==> src/rtl/k053251_cfg_seq_if.sv <==
// Host-side and mixer-side signals of the k053251 configuration sequencer.
// K053251_CTRL_READBACK_EN adds the RADDR/RDATA shadow readback pair.
interface k053251_cfg_seq_if;
  logic        WR;
  logic [3:0]  WADDR;
  logic [5:0]  WDATA;
  logic        VBL;
  logic        FORCE;
  logic        nCS;
  logic [3:0]  ADDR;
  logic [5:0]  DIN;
  logic        BUSY;
  logic        DONE;
  logic [12:0] DIRTY;
`ifdef K053251_CTRL_READBACK_EN
  logic [3:0]  RADDR;
  logic [5:0]  RDATA;

  modport master (output WR, WADDR, WDATA, VBL, FORCE, RADDR,
                  input  nCS, ADDR, DIN, BUSY, DONE, DIRTY, RDATA);
  modport slave  (input  WR, WADDR, WDATA, VBL, FORCE, RADDR,
                  output nCS, ADDR, DIN, BUSY, DONE, DIRTY, RDATA);
`else
  modport master (output WR, WADDR, WDATA, VBL, FORCE,
                  input  nCS, ADDR, DIN, BUSY, DONE, DIRTY);
  modport slave  (input  WR, WADDR, WDATA, VBL, FORCE,
                  output nCS, ADDR, DIN, BUSY, DONE, DIRTY);
`endif
endinterface

==> src/rtl/k053251_cfg_seq.sv <==
// Shadows the 13 k053251 control registers and replays dirty entries onto the
// mixer write port on VBL rise or FORCE. K053251_CTRL_READBACK_EN adds RDATA.
module k053251_cfg_seq #(
  parameter int STROBE_LEN = 2
) (
  input  logic             CLK,
  input  logic             RST,
  k053251_cfg_seq_if.slave bus
);
  typedef enum logic [1:0] {IDLE, SETUP, STROBE, HOLD} state_t;

  state_t      state_q, state_d;
  logic [3:0]  cnt_q, cnt_d;
  logic [3:0]  addr_q, addr_d;
  logic [5:0]  din_q, din_d;
  logic        ncs_q, ncs_d;
  logic        busy_q, busy_d;
  logic        done_q, done_d;
  logic        vbl_q, vbl_d;
  logic [12:0] dirty_q, dirty_d;
  logic [5:0]  shadow_q [13];
  logic [5:0]  shadow_d [13];

  logic        trig, go_setup, host_wr;
  logic [3:0]  nxt;
  logic [12:0] set_m, clr_m;

  function automatic logic [3:0] lowest(input logic [12:0] m);
    lowest = 4'd0;
    for (int i = 12; i >= 0; i--)
      if (m[i]) lowest = i[3:0];
  endfunction

  always_comb begin
    state_d  = state_q;
    cnt_d    = cnt_q;
    addr_d   = addr_q;
    din_d    = din_q;
    done_d   = 1'b0;
    vbl_d    = bus.VBL;
    shadow_d = shadow_q;
    go_setup = 1'b0;
    set_m    = '0;
    clr_m    = '0;
    trig     = bus.FORCE | (bus.VBL & ~vbl_q);
    host_wr  = bus.WR && (bus.WADDR <= 4'd12);
    nxt      = lowest(dirty_q);

    if (host_wr) begin
      set_m[bus.WADDR]    = 1'b1;
      shadow_d[bus.WADDR] = (bus.WADDR == 4'd12) ? {3'b000, bus.WDATA[2:0]} : bus.WDATA;
    end

    unique case (state_q)
      IDLE: if (trig) begin
        if (dirty_q != '0) go_setup = 1'b1;
        else               done_d   = 1'b1;
      end
      SETUP: begin
        state_d = STROBE;
        cnt_d   = 4'd0;
      end
      STROBE: begin
        if (cnt_q == 4'(STROBE_LEN - 1)) state_d = HOLD;
        else                             cnt_d   = cnt_q + 4'd1;
      end
      HOLD: begin
        if (dirty_q != '0) go_setup = 1'b1;
        else begin
          state_d = IDLE;
          done_d  = 1'b1;
        end
      end
    endcase

    // Capture and clear on the same edge, so a same-edge host write keeps its dirty bit.
    if (go_setup) begin
      state_d    = SETUP;
      addr_d     = nxt;
      din_d      = shadow_q[nxt];
      clr_m[nxt] = 1'b1;
    end

    dirty_d = (dirty_q & ~clr_m) | set_m;
    ncs_d   = (state_d != STROBE);
    busy_d  = (state_d != IDLE);
  end

  always_ff @(posedge CLK or posedge RST) begin
    if (RST) begin
      state_q  <= IDLE;
      cnt_q    <= 4'd0;
      addr_q   <= 4'd0;
      din_q    <= 6'd0;
      ncs_q    <= 1'b1;
      busy_q   <= 1'b0;
      done_q   <= 1'b0;
      vbl_q    <= 1'b0;
      dirty_q  <= 13'h1FFF;
      shadow_q <= '{default: 6'd0};
    end else begin
      state_q  <= state_d;
      cnt_q    <= cnt_d;
      addr_q   <= addr_d;
      din_q    <= din_d;
      ncs_q    <= ncs_d;
      busy_q   <= busy_d;
      done_q   <= done_d;
      vbl_q    <= vbl_d;
      dirty_q  <= dirty_d;
      shadow_q <= shadow_d;
    end
  end

  assign bus.nCS   = ncs_q;
  assign bus.ADDR  = addr_q;
  assign bus.DIN   = din_q;
  assign bus.BUSY  = busy_q;
  assign bus.DONE  = done_q;
  assign bus.DIRTY = dirty_q;

`ifdef K053251_CTRL_READBACK_EN
  assign bus.RDATA = (bus.RADDR <= 4'd12) ? shadow_q[bus.RADDR] : 6'd0;
`endif
endmodule

==> src/flat_wrapper.sv <==
// flat-port wrapper written by rule: the top's interface ports become plain ports
module k053251_cfg_seq_flat 
#(
  parameter int STROBE_LEN = 2
)
  (CLK, RST, bus_WR, bus_WADDR, bus_WDATA, bus_VBL, bus_FORCE, bus_nCS, bus_ADDR, bus_DIN, bus_BUSY, bus_DONE, bus_DIRTY);
  k053251_cfg_seq_if bus_i ();
  input  logic CLK;
  input  logic RST;
  input wire logic [$bits(bus_i.WR)-1:0] bus_WR;
  input wire logic [$bits(bus_i.WADDR)-1:0] bus_WADDR;
  input wire logic [$bits(bus_i.WDATA)-1:0] bus_WDATA;
  input wire logic [$bits(bus_i.VBL)-1:0] bus_VBL;
  input wire logic [$bits(bus_i.FORCE)-1:0] bus_FORCE;
  output wire logic [$bits(bus_i.nCS)-1:0] bus_nCS;
  output wire logic [$bits(bus_i.ADDR)-1:0] bus_ADDR;
  output wire logic [$bits(bus_i.DIN)-1:0] bus_DIN;
  output wire logic [$bits(bus_i.BUSY)-1:0] bus_BUSY;
  output wire logic [$bits(bus_i.DONE)-1:0] bus_DONE;
  output wire logic [$bits(bus_i.DIRTY)-1:0] bus_DIRTY;
  assign bus_i.WR = bus_WR;
  assign bus_i.WADDR = bus_WADDR;
  assign bus_i.WDATA = bus_WDATA;
  assign bus_i.VBL = bus_VBL;
  assign bus_i.FORCE = bus_FORCE;
  assign bus_nCS = bus_i.nCS;
  assign bus_ADDR = bus_i.ADDR;
  assign bus_DIN = bus_i.DIN;
  assign bus_BUSY = bus_i.BUSY;
  assign bus_DONE = bus_i.DONE;
  assign bus_DIRTY = bus_i.DIRTY;
  k053251_cfg_seq #(.STROBE_LEN(STROBE_LEN)) u_core (.CLK(CLK), .RST(RST), .bus(bus_i));
endmodule
==> config.mk <==
export PLATFORM = sky130hd
export DESIGN_NAME = k053251_cfg_seq_flat
export DESIGN_NICKNAME = d
export VERILOG_FILES = /design/src/rtl/k053251_cfg_seq_if.sv /design/src/rtl/k053251_cfg_seq.sv /design/src/flat_wrapper.sv
export SDC_FILE = /design/constraint.sdc
export NUM_CORES = 1
export LEC_CHECK = 0
export CAP_MARGIN = 0
export CORE_MARGIN = 2
export CORE_UTILIZATION = 35
export CTS_BUF_LIST = sky130_fd_sc_hd__clkbuf_8
export DETAILED_ROUTE_END_ITERATION = 8
export MAX_ROUTING_LAYER = met4
export PLACE_DENSITY = 0.66
export SYNTH_ARGS = -nofsm -noshare
export SYNTH_HDL_FRONTEND = slang
export SYNTH_SLANG_ARGS = --single-unit
==> constraint.sdc <==
create_clock -name CLK -period 3.9 [get_ports CLK]
set_clock_uncertainty 0.2 [all_clocks]
set_input_delay 0.78 -clock CLK [delete_from_list [all_inputs] [get_ports CLK]]
set_output_delay 0.78 -clock CLK [all_outputs]
set_load 0.1 [all_outputs]
==> results.txt <==
For the worst setup path, the data required time is 2.92 ns. The final setup violation count came out at 0. The kind of launch point of the worst setup path was a flop. Internal power comes to 2.665 mW. The run gives 506 as the number of nets in the final layout.

The run gives 5.391 mW as the total power. The overall track demand over capacity in global routing is 0.1696, and the synthesized area divided by synthesized cell count is 11.65 µm². Synthesis produced a netlist with a net count of 472. Setup repair after global routing left no endpoint under its margin.

The logs give 0.2866 ns for the worst hold slack after final layout and 0 for the number of design rule violations left after detail routing. The via-per-instance ratio is 5.575, and the fraction of power consumed by combinational cells is 0.546. TritonCTS built the clock tree.

On the worst path, the slowest cell contributes a delay of 1.13 ns. Yosys attributes the largest share of cell area to sky130_fd_sc_hd__dfrtp_1 46%, sky130_fd_sc_hd__mux2_2 11%, sky130_fd_sc_hd__dfstp_2 7.0%, sky130_fd_sc_hd__mux2i_1 4.8%, sky130_fd_sc_hd__nand2_1 3.3%. For the count of maximum capacitance violations, the log shows 0. The via count of the first global-routing pass is 3,732, and the clock insertion delay at the later pin of the skew report is 0.37 ns. The register bit total from synthesis is 111, and the cts-stage hold buffer count is 0.

For the register area share after synthesis, the log shows 0.5318. For the total standard cell area after synthesis, the log shows 0.005256 mm². At the pin with the least slew margin, the transition time is 1.001 ns. The xor/xnor share of the synthesized area was 0.

Area share of the largest cell type after synthesis: 0.4618. The type of the setup path with the least slack is flop to output pin. For the finished layout, the period the worst path requires is 3.050 ns.

The tools report the final count of hold timing violations as 0. Counting every sink on the clock net gives 111. The post-synthesis compound-gate area fraction came out at 0.1333. The total congestion overflow after global routing was 0.

Average wire per cell in the routed design: 19.25 µm. The clock passes through at most 2 buffers. The run gives 9 as the CTS buffer count. The switching power as a share of total power came out at 0.5057. The floorplan die width works out to 126.5 µm. In the layout the commonest cells are 97 x sky130_fd_sc_hd__dfrtp_1, 51 x sky130_fd_sc_hd__mux2_2, 46 x sky130_fd_sc_hd__nand2_1, 28 x sky130_fd_sc_hd__clkdlybuf4s50_1, 25 x sky130_fd_sc_hd__mux2i_1. For the worst setup path, the data arrival time is 2.07 ns. The run gives 0.7979 as the placer congestion estimate. The top achievable clock speed was 327.8 MHz. The count of vias placed by the detailed router is 3,752, and the adder-cell share of the synthesized area is 0.01428. The height of the die works out to 126.5 µm. The number of H-tree levels is 3.

The setup check on the worst reg-to-reg path leaves a slack of 0.93 ns. The library cell used most frequently in the layout, excluding fill and tap cells, is sky130_fd_sc_hd__dfrtp_1. The number of detailed-routing iterations run before antenna repair came out at 5. The biggest area contributor in the post-synthesis netlist is sky130_fd_sc_hd__dfrtp_1. After floorplanning, the core was sized to cover 0.01459 mm².

The run finished with clean final reports. By area, the combinational part of the netlist is dominated by multiplexers. The path class of the lowest-slack min-delay path is flop to flop. The clock tree root buffer cell is sky130_fd_sc_hd__clkbuf_8.

The critical path goes through clkdlybuf4s50_1. The number of antenna diodes in the final layout is 0. From synthesis to final layout, the design area changed by 13.09%.

The part of the cycle the worst path needs was 0.7821; the DRC marker count from the first detailed-route iteration was 254. The run gives 0 ns as the setup TNS. The nature of the critical path endpoint was an output pin. The highest fanout seen on the critical path works out to 3.

Among all stages on the critical path, the largest delay is contributed by sky130_fd_sc_hd__clkdlybuf4s50_1. The number of antenna violations at the first check in global routing is 0. Counting the fill cells in the layout gives 1,385. The count of nets left with antenna violations once routing finished came out at 0.

The final layout contains routed wiring with a total length of 12,960 µm. The analysis attributes to net switching a power of 2.726 mW. For the sequential share of power, the log shows 0.340.

Count of final max-slew check failures: 0. For this design the top-level I/O count stands at 41. The post-synthesis share of cell area spent on and, or, nand and nor gates is 0.1221. The power density over the cells is 906.8 mW/mm². For the number of library cell types mapped by synthesis, the log shows 49. The share of power burned in the clock network is 0.114, and the gate count after technology mapping is 451. The count of standard-cell rows is 44, and the full die area is 0.01601 mm². After clock tree synthesis, the clock-pin slew on the worst setup and hold paths is 0.10 ns.

Half-perimeter wire length after detailed placement: 8981 µm. The logs give 0.3315 for the normalized max-slew margin and 20,490 µm for the global-route wire length before repair. The largest net degree at the start of global routing was 68; the total of cells resized after clock tree synthesis was 0. The count of buffers added on input and output ports is 40. The effective utilization at floorplan was 0.3603. The fraction of layout instances using a drive strength above 1 was 0.2127. The yosys synthesis warning count came out at 0. The tools report the maximum vdd ir drop as 0.4919 mV. The multiplexer share of the synthesized area is 0.1719. The leakage power summed over all cells is 2.500 nW. The kind of cell with the highest combined delay on the critical path was buffers and inverters. The buffers inserted during post-CTS setup optimization is 0, and the number of buffers and inverters on the critical path is 1.
-- logic make-up (layout without fill, tap and decap cells) --
family	count (synthesis)	after routing
buffers and inverters	27	65
adder cells (fa/ha/maj)	6	6
AND/OR/NAND/NOR	123	123
flip-flops	111	111
multiplexers	83	83
AO/OA/AOI/OAI	101	101
-- synthesized netlist by cell type (all sizes together) --
cell    instances
o211ai          1
nor3b           7
and2            7
o21bai          1
buf             7
nor4            3
o21a            2
a311oi          1
o22ai           1
a211o           1
mux2           58
nand4           7
o311a           1
inv             7
a211oi          7
a21o            4
o311ai          1
a31oi           2
ha              6
dfstp          14
a21oi          17
clkbuf         13
a221oi         12
dfrtp          97
nand2b          6
nand3           6
nor3            3
o31ai           3
nand3b          5
or2             2
nor2b           6
nand2          46
o221ai          6
or3             5
o32a            6
mux2i          25
o21ai          35
nor2           20
-- per-stage QoR --
stage                     std cells  utilization  setup WS, ns  instance area [µm²]
after floorplan                 451            -       0.01251                 5256
after global placement          658       0.3962        0.8931                 5781
after detailed placement        658       0.3962        0.8549                 5781
after CTS                       673       0.4075        0.8291                 5944
after global routing            673       0.4075        0.8067                 5944
final                           673       0.4075        0.8496                 5944
-- flip-flops by register name, summed over array words and instances (netlist names) --
name,cells
u_core.bus.ADDR,4
u_core.bus.nCS,1
u_core.bus.DIRTY,13
u_core.state_q,2
u_core.vbl_q,1
u_core.shadow_q,78
u_core.bus.BUSY,1
u_core.cnt_q,4
u_core.bus.DONE,1
u_core.bus.DIN,6
-- power groups by stage --
stage	Clock (mW)	Combinational (mW)	Sequential, mW
5_1_grt	0.677	3.12	1.88
4_1_cts	0.629	2.94	1.83
3_5_place_dp	0	2.93	1.86
2_1_floorplan	0	1.50	2.62
3_3_place_gp	0	2.87	1.84
6_report	0.613	2.94	1.83
-- per-layer routing --
| layer | track usage | vias to the layer above | share of wire |
|---|---|---|---|
| li1 | - | 1714 | - |
| met1 | 0.2180 | 1890 | 0.44 |
| met3 | 0.04724 | 18 | 0.060 |
| met5 | - | - | 0 |
| met2 | 0.2699 | 130 | 0.48 |
| met4 | 0.03620 | 0 | 0.017 |
-- path summary, 6_finish.rpt --
path                       cells after the start                  end                  from
setup / recovery                               1        bus_DIRTY[12]  u_core.bus.DIRTY[12]
min in group asynchronous                      2  u_core.shadow_q[71]                   RST
max in group asynchronous                      3  u_core.bus.DIRTY[2]                   RST
hold / removal                                 1      u_core.cnt_q[3]       u_core.cnt_q[3]
setup reg to reg                               5    u_core.bus.DIN[0]   u_core.bus.DIRTY[4]
hold reg to reg                                1      u_core.cnt_q[3]       u_core.cnt_q[3]
-- area by class of cell --
| cell class | instances | area, µm² | share of cell area |
|---|---|---|---|
| Clock buffer | 9 | 123.9 | 0.02084 |
| Clock inverter | 6 | 40.04 | 0.006735 |
| Inverter | 7 | 28.78 | 0.004841 |
| Multi-Input combinational cell | 313 | 2321 | 0.3904 |
| Sequential cell | 111 | 2795 | 0.4702 |
| Tap cell | 184 | 230.2 | 0.03873 |
| Timing Repair Buffer | 43 | 405.4 | 0.06820 |
Power figures use the tool's default switching activity.
